**config.mk**
```make
export PLATFORM = sky130hd
export DESIGN_NAME = interrupt_controller
export DESIGN_NICKNAME = d
export VERILOG_FILES = /design/src/rtl/interrupt_controller.sv
export SDC_FILE = /design/constraint.sdc
export NUM_CORES = 1
export LEC_CHECK = 0
export CORE_ASPECT_RATIO = 1.4
export CORE_MARGIN = 2
export CORE_UTILIZATION = 35
export CTS_CLUSTER_DIAMETER = 60
export DETAILED_ROUTE_END_ITERATION = 10
export PLACE_DENSITY = 0.7
export SYNTH_ARGS = -nofsm -noshare
export SYNTH_HDL_FRONTEND = slang
export SYNTH_SLANG_ARGS = --single-unit
```
**constraint.sdc**
```tcl
create_clock -name clock -period 1.8 [get_ports clock]
set_input_delay 0.36 -clock clock [delete_from_list [all_inputs] [get_ports clock]]
set_output_delay 0.36 -clock clock [all_outputs]
set_load 0.05 [all_outputs]
```
**src/rtl/interrupt_controller.sv**
```systemverilog
// ---------------------------------------------------------------------------
// InterruptController
//
// Purpose:
//   Prioritised, edge-triggered interrupt controller for a small CPU. Rising
//   edges on the level interrupt lines are latched into a pending register.
//   The lowest-numbered pending source that is enabled in the mask is
//   presented to the control unit. The controller then waits for the CPU to
//   accept the interrupt and to return from the handler before it presents
//   the next one. Source 0 is the watchdog interrupt. Accepting it produces
//   a one-cycle watchdog_clear pulse that restarts the watchdog.
//
// Ports:
//   clock          in   single clock, rising edge
//   reset          in   asynchronous, active-low reset
//   irq_in         in   level interrupt lines (bit 0 = watchdog)
//   mask_we        in   load mask_data into the mask register
//   mask_data      in   new mask value, 1 = source enabled
//   irq_ack        in   CPU accepts the presented interrupt
//   irq_done       in   CPU returned from the interrupt handler
//   irq_request    out  interrupt request to the control unit
//   irq_id         out  index of the requested source (0 while idle)
//   watchdog_clear out  one-cycle pulse after the watchdog irq is accepted
//   pending        out  pending register, unmasked view
//   missed_count   out  (only with INTC_MISSED_COUNT_EN) saturating count
//                       of edges that arrived while already pending
//
// Configuration:
//   INTC_MISSED_COUNT_EN - when defined, adds the missed_count output and
//                          its counter.
// ---------------------------------------------------------------------------
module interrupt_controller #(
    parameter int NUM_SOURCES = 4,
    parameter int ID_WIDTH    = 2
) (
    input  logic                   clock,
    input  logic                   reset,
    input  logic [NUM_SOURCES-1:0] irq_in,
    input  logic                   mask_we,
    input  logic [NUM_SOURCES-1:0] mask_data,
    input  logic                   irq_ack,
    input  logic                   irq_done,
    output logic                   irq_request,
    output logic [ID_WIDTH-1:0]    irq_id,
    output logic                   watchdog_clear,
    output logic [NUM_SOURCES-1:0] pending
`ifdef INTC_MISSED_COUNT_EN
    ,
    output logic [7:0]             missed_count
`endif
);

    typedef enum logic [1:0] {
        IDLE,
        REQUEST,
        SERVICE
    } state_t;

    state_t                 state;
    state_t                 state_next;
    logic [NUM_SOURCES-1:0] irq_prev;
    logic [NUM_SOURCES-1:0] mask;
    logic [NUM_SOURCES-1:0] irq_edge;
    logic [NUM_SOURCES-1:0] active;
    logic [NUM_SOURCES-1:0] clear_vec;
    logic [ID_WIDTH-1:0]    lowest_id;
    logic [ID_WIDTH-1:0]    id_next;
    logic                   wd_next;

    // A rising edge is a line that is high now and was low on the previous
    // clock. Only enabled pending sources compete for the request.
    always_comb begin
        irq_edge = irq_in & ~irq_prev;
        active   = pending & mask;
    end

    // The loop scans from the highest index down, so the last write is the
    // lowest enabled pending index. That source has the highest priority.
    always_comb begin
        lowest_id = '0;
        for (int i = NUM_SOURCES - 1; i >= 0; i--) begin
            if (active[i]) begin
                lowest_id = ID_WIDTH'(i);
            end
        end
    end

    // Next-state logic. irq_id is chosen once, when the FSM leaves IDLE.
    // It is then held constant through REQUEST and SERVICE, so changes to
    // the mask or to pending bits cannot alter the interrupt the CPU is
    // handling. Accepting the interrupt clears only the presented source's
    // pending bit. It also arms the watchdog pulse when that source is the
    // watchdog.
    always_comb begin
        state_next = state;
        id_next    = irq_id;
        clear_vec  = '0;
        wd_next    = 1'b0;
        case (state)
            IDLE: begin
                id_next = '0;
                if (|active) begin
                    state_next = REQUEST;
                    id_next    = lowest_id;
                end
            end
            REQUEST: begin
                if (irq_ack) begin
                    state_next = SERVICE;
                    clear_vec  = NUM_SOURCES'(1) << irq_id;
                    wd_next    = (irq_id == '0);
                end
            end
            SERVICE: begin
                if (irq_done) begin
                    state_next = IDLE;
                    id_next    = '0;
                end
            end
            default: begin
                state_next = IDLE;
                id_next    = '0;
            end
        endcase
    end

    // The request is decoded directly from the state register. Reset
    // therefore removes it immediately, without waiting for a clock edge.
    always_comb begin
        irq_request = (state == REQUEST);
    end

    // State and datapath registers. A new edge is ORed in after the clear.
    // When a set and a clear hit the same bit in one cycle, the bit stays
    // set. irq_prev resets to 0, so a line that is already high when reset
    // releases is seen as an edge on the first clock.
    always_ff @(posedge clock or negedge reset) begin
        if (!reset) begin
            state          <= IDLE;
            irq_prev       <= '0;
            pending        <= '0;
            mask           <= '1;
            irq_id         <= '0;
            watchdog_clear <= 1'b0;
        end else begin
            state          <= state_next;
            irq_prev       <= irq_in;
            pending        <= (pending & ~clear_vec) | irq_edge;
            irq_id         <= id_next;
            watchdog_clear <= wd_next;
            if (mask_we) begin
                mask <= mask_data;
            end
        end
    end

`ifdef INTC_MISSED_COUNT_EN
    // An edge is lost when its source is still pending and is not being
    // accepted in the same cycle. The counter adds at most one per cycle,
    // however many sources lose an edge together, and it stops at 255.
    always_ff @(posedge clock or negedge reset) begin
        if (!reset) begin
            missed_count <= 8'd0;
        end else if ((|(irq_edge & pending & ~clear_vec)) && (missed_count != 8'hFF)) begin
            missed_count <= missed_count + 8'd1;
        end
    end
`endif

endmodule

```
# Word-level counts from Yosys, hierarchy flattened
# Cells that the tools add are included.
# Widths: inputs -> output; s select.
[totals] in_bits=13 word_cells=38 ff_bits=17 out_inout_bits=8
[op_classes] n_reduce_logical=5 shift=1 muxes=14 n_eq_ne=5 n_bitwise=7
[ops] op="$mux 2" count=8
[ops] op="$and 4x4->4" count=3
[ops] op="$pmux 2 s3" count=2
[ops] op="$mux 4" count=2
[ops] op="$not 4->4" count=2
[ops] op="$ne 2x2->1 const B" count=3
[ops] op="$logic_not 2->1" count=2
[ops] op="$or 4x4->4" count=1
[ops] op="$reduce_or 4->1" count=1
[ops] op="$shl 1x2->4 const A" count=1
[ops] op="$reduce_and 3->1" count=1
[ops] op="$eq 2x1->1 const B" count=1
[ops] op="$eq 2x2->1 const B" count=1
[ops] op="$mux 1" count=2
[ops] op="$reduce_and 2->1" count=1
[ops] op="$not 1->1" count=1

# Logic depth before layout (Yosys ltp)
[logic_depth] word_depth=7 mapped_depth=3 ltp_nobuf=3

# Least setup slack after synthesis
# OpenSTA, ideal clock, no wires.
[synth_path] path_kind="register -> register" start="reg pending[2]" end="reg irq_id[0]" path_buffers=0 setup_time_ns=0.121 slack_ns=0.507 path_stages_with_launch=4 arrival_ns=1.172 required_time_ns=1.679 cell_sequence="dfrtp_1 > nand2_1 > a32o_1 > a22o_2"
[synth_between] elab_chain_cells=6 word_cells_on_any_way=7 cone_classes="mux: 5; bitwise: 1; reduce/logical: 1"
[synth_rtl] item="start: declaration" line="46" rtl="output logic [NUM_SOURCES-1:0] pending"
[synth_rtl] item="start signal: assignment" line="148" rtl="pending <= (pending & ~clear_vec) | irq_edge;"
[synth_rtl] item="$and 4x4->4 *" line="74" rtl="active = pending & mask;"
[synth_rtl] item="$mux 2 (3 in series)" line="82" rtl="if (active[i]) begin"
[synth_rtl] item="$mux 2 *" line="102" rtl="if (|active) begin"
[synth_rtl] item="$pmux 2 s3 *" line="99" rtl="case (state)"
[synth_rtl] item="end signal: assignment" line="149" rtl="irq_id <= id_next;"
[synth_rtl] item="end: declaration" line="44" rtl="output logic [ID_WIDTH-1:0] irq_id,"
# Every way passes the cells marked *; elsewhere a longest branch is shown, timed or not.
# A chain may end at the register's enable or synchronous reset.

# Worst setup path in the final report
[layout_path] start="reg state[1]" end="out irq_request"
[layout_between] elab_chain_cells=1
[layout_rtl] item="start: declaration" line="59" rtl="state_t state;"
[layout_rtl] item="start signal: assignment" line="146" rtl="state <= state_next;"
[layout_rtl] item="$eq 2x1->1" line="130" rtl="irq_request = (state == REQUEST);"
[layout_rtl] item="end: declaration" line="43" rtl="output logic irq_request,"
# No other way between the ends.

==> results.md <==
- Drt initial violations: 11
- Vias/cell: 5.15
- Placed inst area: 893 µm²
- R2R depth: 3
- CTS sink count: 17
- Critical-path maximum fanout: 6
- CP cell instances: and2b_2 > buf_12
- Htree depth: 1
- VDD IR-drop max: 696 µV
- IO Pins: 21
- Synth top area share: 0.487
- GP Congestion: 0.680
- Synth Net Count: 65
- Yosys top cell by area: dfrtp_1
- Fillcell total: 156
- Post-synth EDFFs: 0
- DP Cell Count: 93
- Die X-Extent: 40.9 µm
- Seq cells post-synth: 17
- Final Non-Filler Cells: 97
- Crit. End Element: primary output
- Final Cycle Share: 0.837
- Worst Setup SP: state[1]
- Ratio of cells with drive above 1 in the final layout: 0.325
- Max clock buf depth: 2
- Crit Path Class: flip-flop to primary output
- Worst Path Arrival: 1.15 ns
- Internal reg-to-reg setup slack: 0.57 ns
- DR vias: 500
- Power Total: 1.43 mW
- Mux cell area share after synthesis: 0.0674
- Most used flip-flop cell after synthesis: dfrtp_1
- Unrepaired setup endpoints after global routing: no
- CTS tree: built
- Fmax: 663 MHz
- Diode count: 0
- Buffers added on ports: 20
- TritonCTS Buffers: 3
- Hold buffer count at CTS: 0
- Unique masters post-synth: 17
- Row count: 18
- Hold WS: 0.383 ns
- Post-synth top cells: 13 x dfrtp_1, 8 x o21ai_0, 5 x inv_1, 5 x nand2_1
- Netlist Area Pre-Place: 668 µm²
- Root Buffer: clkbuf_4
- Number of remaining DRC errors: 0
- WP data required: 1.44 ns
- PostCTS Resize Cnt: 0
- Vias in the first global route: 520
- Antenna Violating Nets Remaining: 0
- Crit-path max cell delay: 0.43 ns
- Count leader, synth: dfrtp_1
- Die height: 55.7 µm
- First-pass GRT wire length: 2300 µm
- Largest net degree at the start of global routing: 18
- Crit start category: flip-flop
- Final setup vio count: 0
- Initial core utilization: 0.376
- Outcome: complete, no violations
- Maxcap violations: 0
- Average instance area after synthesis: 12.8 µm²
- LEAKAGE: 0.406 nW
- DIE AREA: 2280 µm²
- Largest family of logic cells by synthesized area: compound AO/OA/AOI/OAI gates
- Postcts setup bufs: 0
- Setup TNS: 0 ns
- Clk slew on worst S/H paths: 0.10 ns
- First-pass iteration count of the detailed router: 4
- Critical R2R Capture: state[0]
- Fin. max-slew vios: 0
- Complex-gate fraction of the synthesized area: 0.140
- All-Layer GR Usage: 0.147
- Simple-gate area share of the yosys netlist: 0.120
- Grt ovf: 0
- Hold Violations, Final: 0
- Initial antenna violation count: 0
- Slowest cell on crit path: dfrtp_1
- Synth Area in XOR/XNOR: 0
- Drt total wl: 1390 µm
- Async set-or-reset flop fraction in the synthesized netlist: 1.00
- Minimum clock period: 1.51 ns
- Nets: 91
- DP HPWL: 1080 µm
- Design area: 921 µm²
- Syn Inst Count: 52
- Slew of the pin with the lowest slew margin: 0.421 ns
- Adder-cell share of the synthesized area: 0
- Worst slew margin: 0.718
- Clk_skew: 0.00542 ns
- Hold Crit Class: input pin to asynchronous set/reset pin
- Routed len/inst: 14.3 µm
- Worst setup path end: irq_request
- Worst reg2reg startpoint: state[1]
- Pwr Density: 1550 nW/µm²
- Sequential share of the synthesized area: 0.644
- Yosys warnings: 0
- Area growth syn-to-layout: 37.8%
- Ranking of synthesized cells by area: dfrtp_1 49%, dfstp_2 16%, mux2_2 6.7%
- Core Region: 1780 µm²
- Clk_lat worst skew: 0.29 ns
==> sequential cells by signal, indices dropped and copies added, names as in the netlist <==
signal / cells
pending: 4
irq_id: 2
watchdog_clear: 1
state: 2
mask: 4
irq_prev: 4
==> routing by layer <==
metal  up-vias  global-route usage  routed length [µm]
li1        235                   -                   -
met1       235               0.183                 523
met2        26               0.230                 737
met3         4              0.0240                 101
met4         0              0.0714                  23
met5         -                   0                   0
==> cells by family after synthesis <==
family	after synthesis
flip-flops	17
AO/OA/AOI/OAI	14
AND/OR/NAND/NOR	12
buffers and inverters	5
multiplexers	4
==> worst max-delay path: cells and delay by family (launching register included) <==
family / cells / cell delay (ns)
flops: 1 / 0.43
simple gates: 1 / 0.28
buf+inv: 1 / 0.14
==> per-stage QoR <==
step / setup WS, ns / utilization
after global placement: 0.378 / 0.502
final: 0.293 / 0.518
after CTS: 0.289 / 0.518
after floorplan: 0.507 / -
after global routing: 0.251 / 0.518
after detailed placement: 0.339 / 0.502
==> cell usage in the layout, fill, tap and decap left out, types with 2 or more instances in the layout <==
cell type         n
mux2_2            4
dfrtp_1          13
a32o_1            2
buf_4             8
clkdlybuf4s50_1  12
clkbuf_4          3
inv_1             5
nor2_1            2
dfstp_2           4
o21ai_0           8
nand2_1           5
==> how the worst min path moves through the flow <==
stage	start	to	slack, ns	cells after the start
global route	reset	pending[0]	0.39	2
global placement	irq_prev[2]	pending[2]	0.40	1
CTS	reset	state[1]	0.38	2
finish	reset	watchdog_clear	0.38	2
detailed placement	irq_prev[3]	pending[3]	0.41	1
floorplan	reset	irq_id[0]	0.06	0
==> layout make-up <==
type	count	area [µm²]	area share
repair buffers	21	200	0.217
inverters	5	18.8	0.0204
clock inverters	1	5.00	0.00543
well taps	20	25.0	0.0272
flip-flops and latches	17	430	0.467
multi-input cells	30	219	0.238
clock buffers	3	22.5	0.0245
==> power by group <==
group / internal (mW) / total [mW] / switching (mW)
clock network: 0.0825 / 0.199 / 0.117
logic: 0.267 / 0.656 / 0.390
registers: 0.477 / 0.575 / 0.0981
Note: power is estimated with default switching activity, not from simulation.
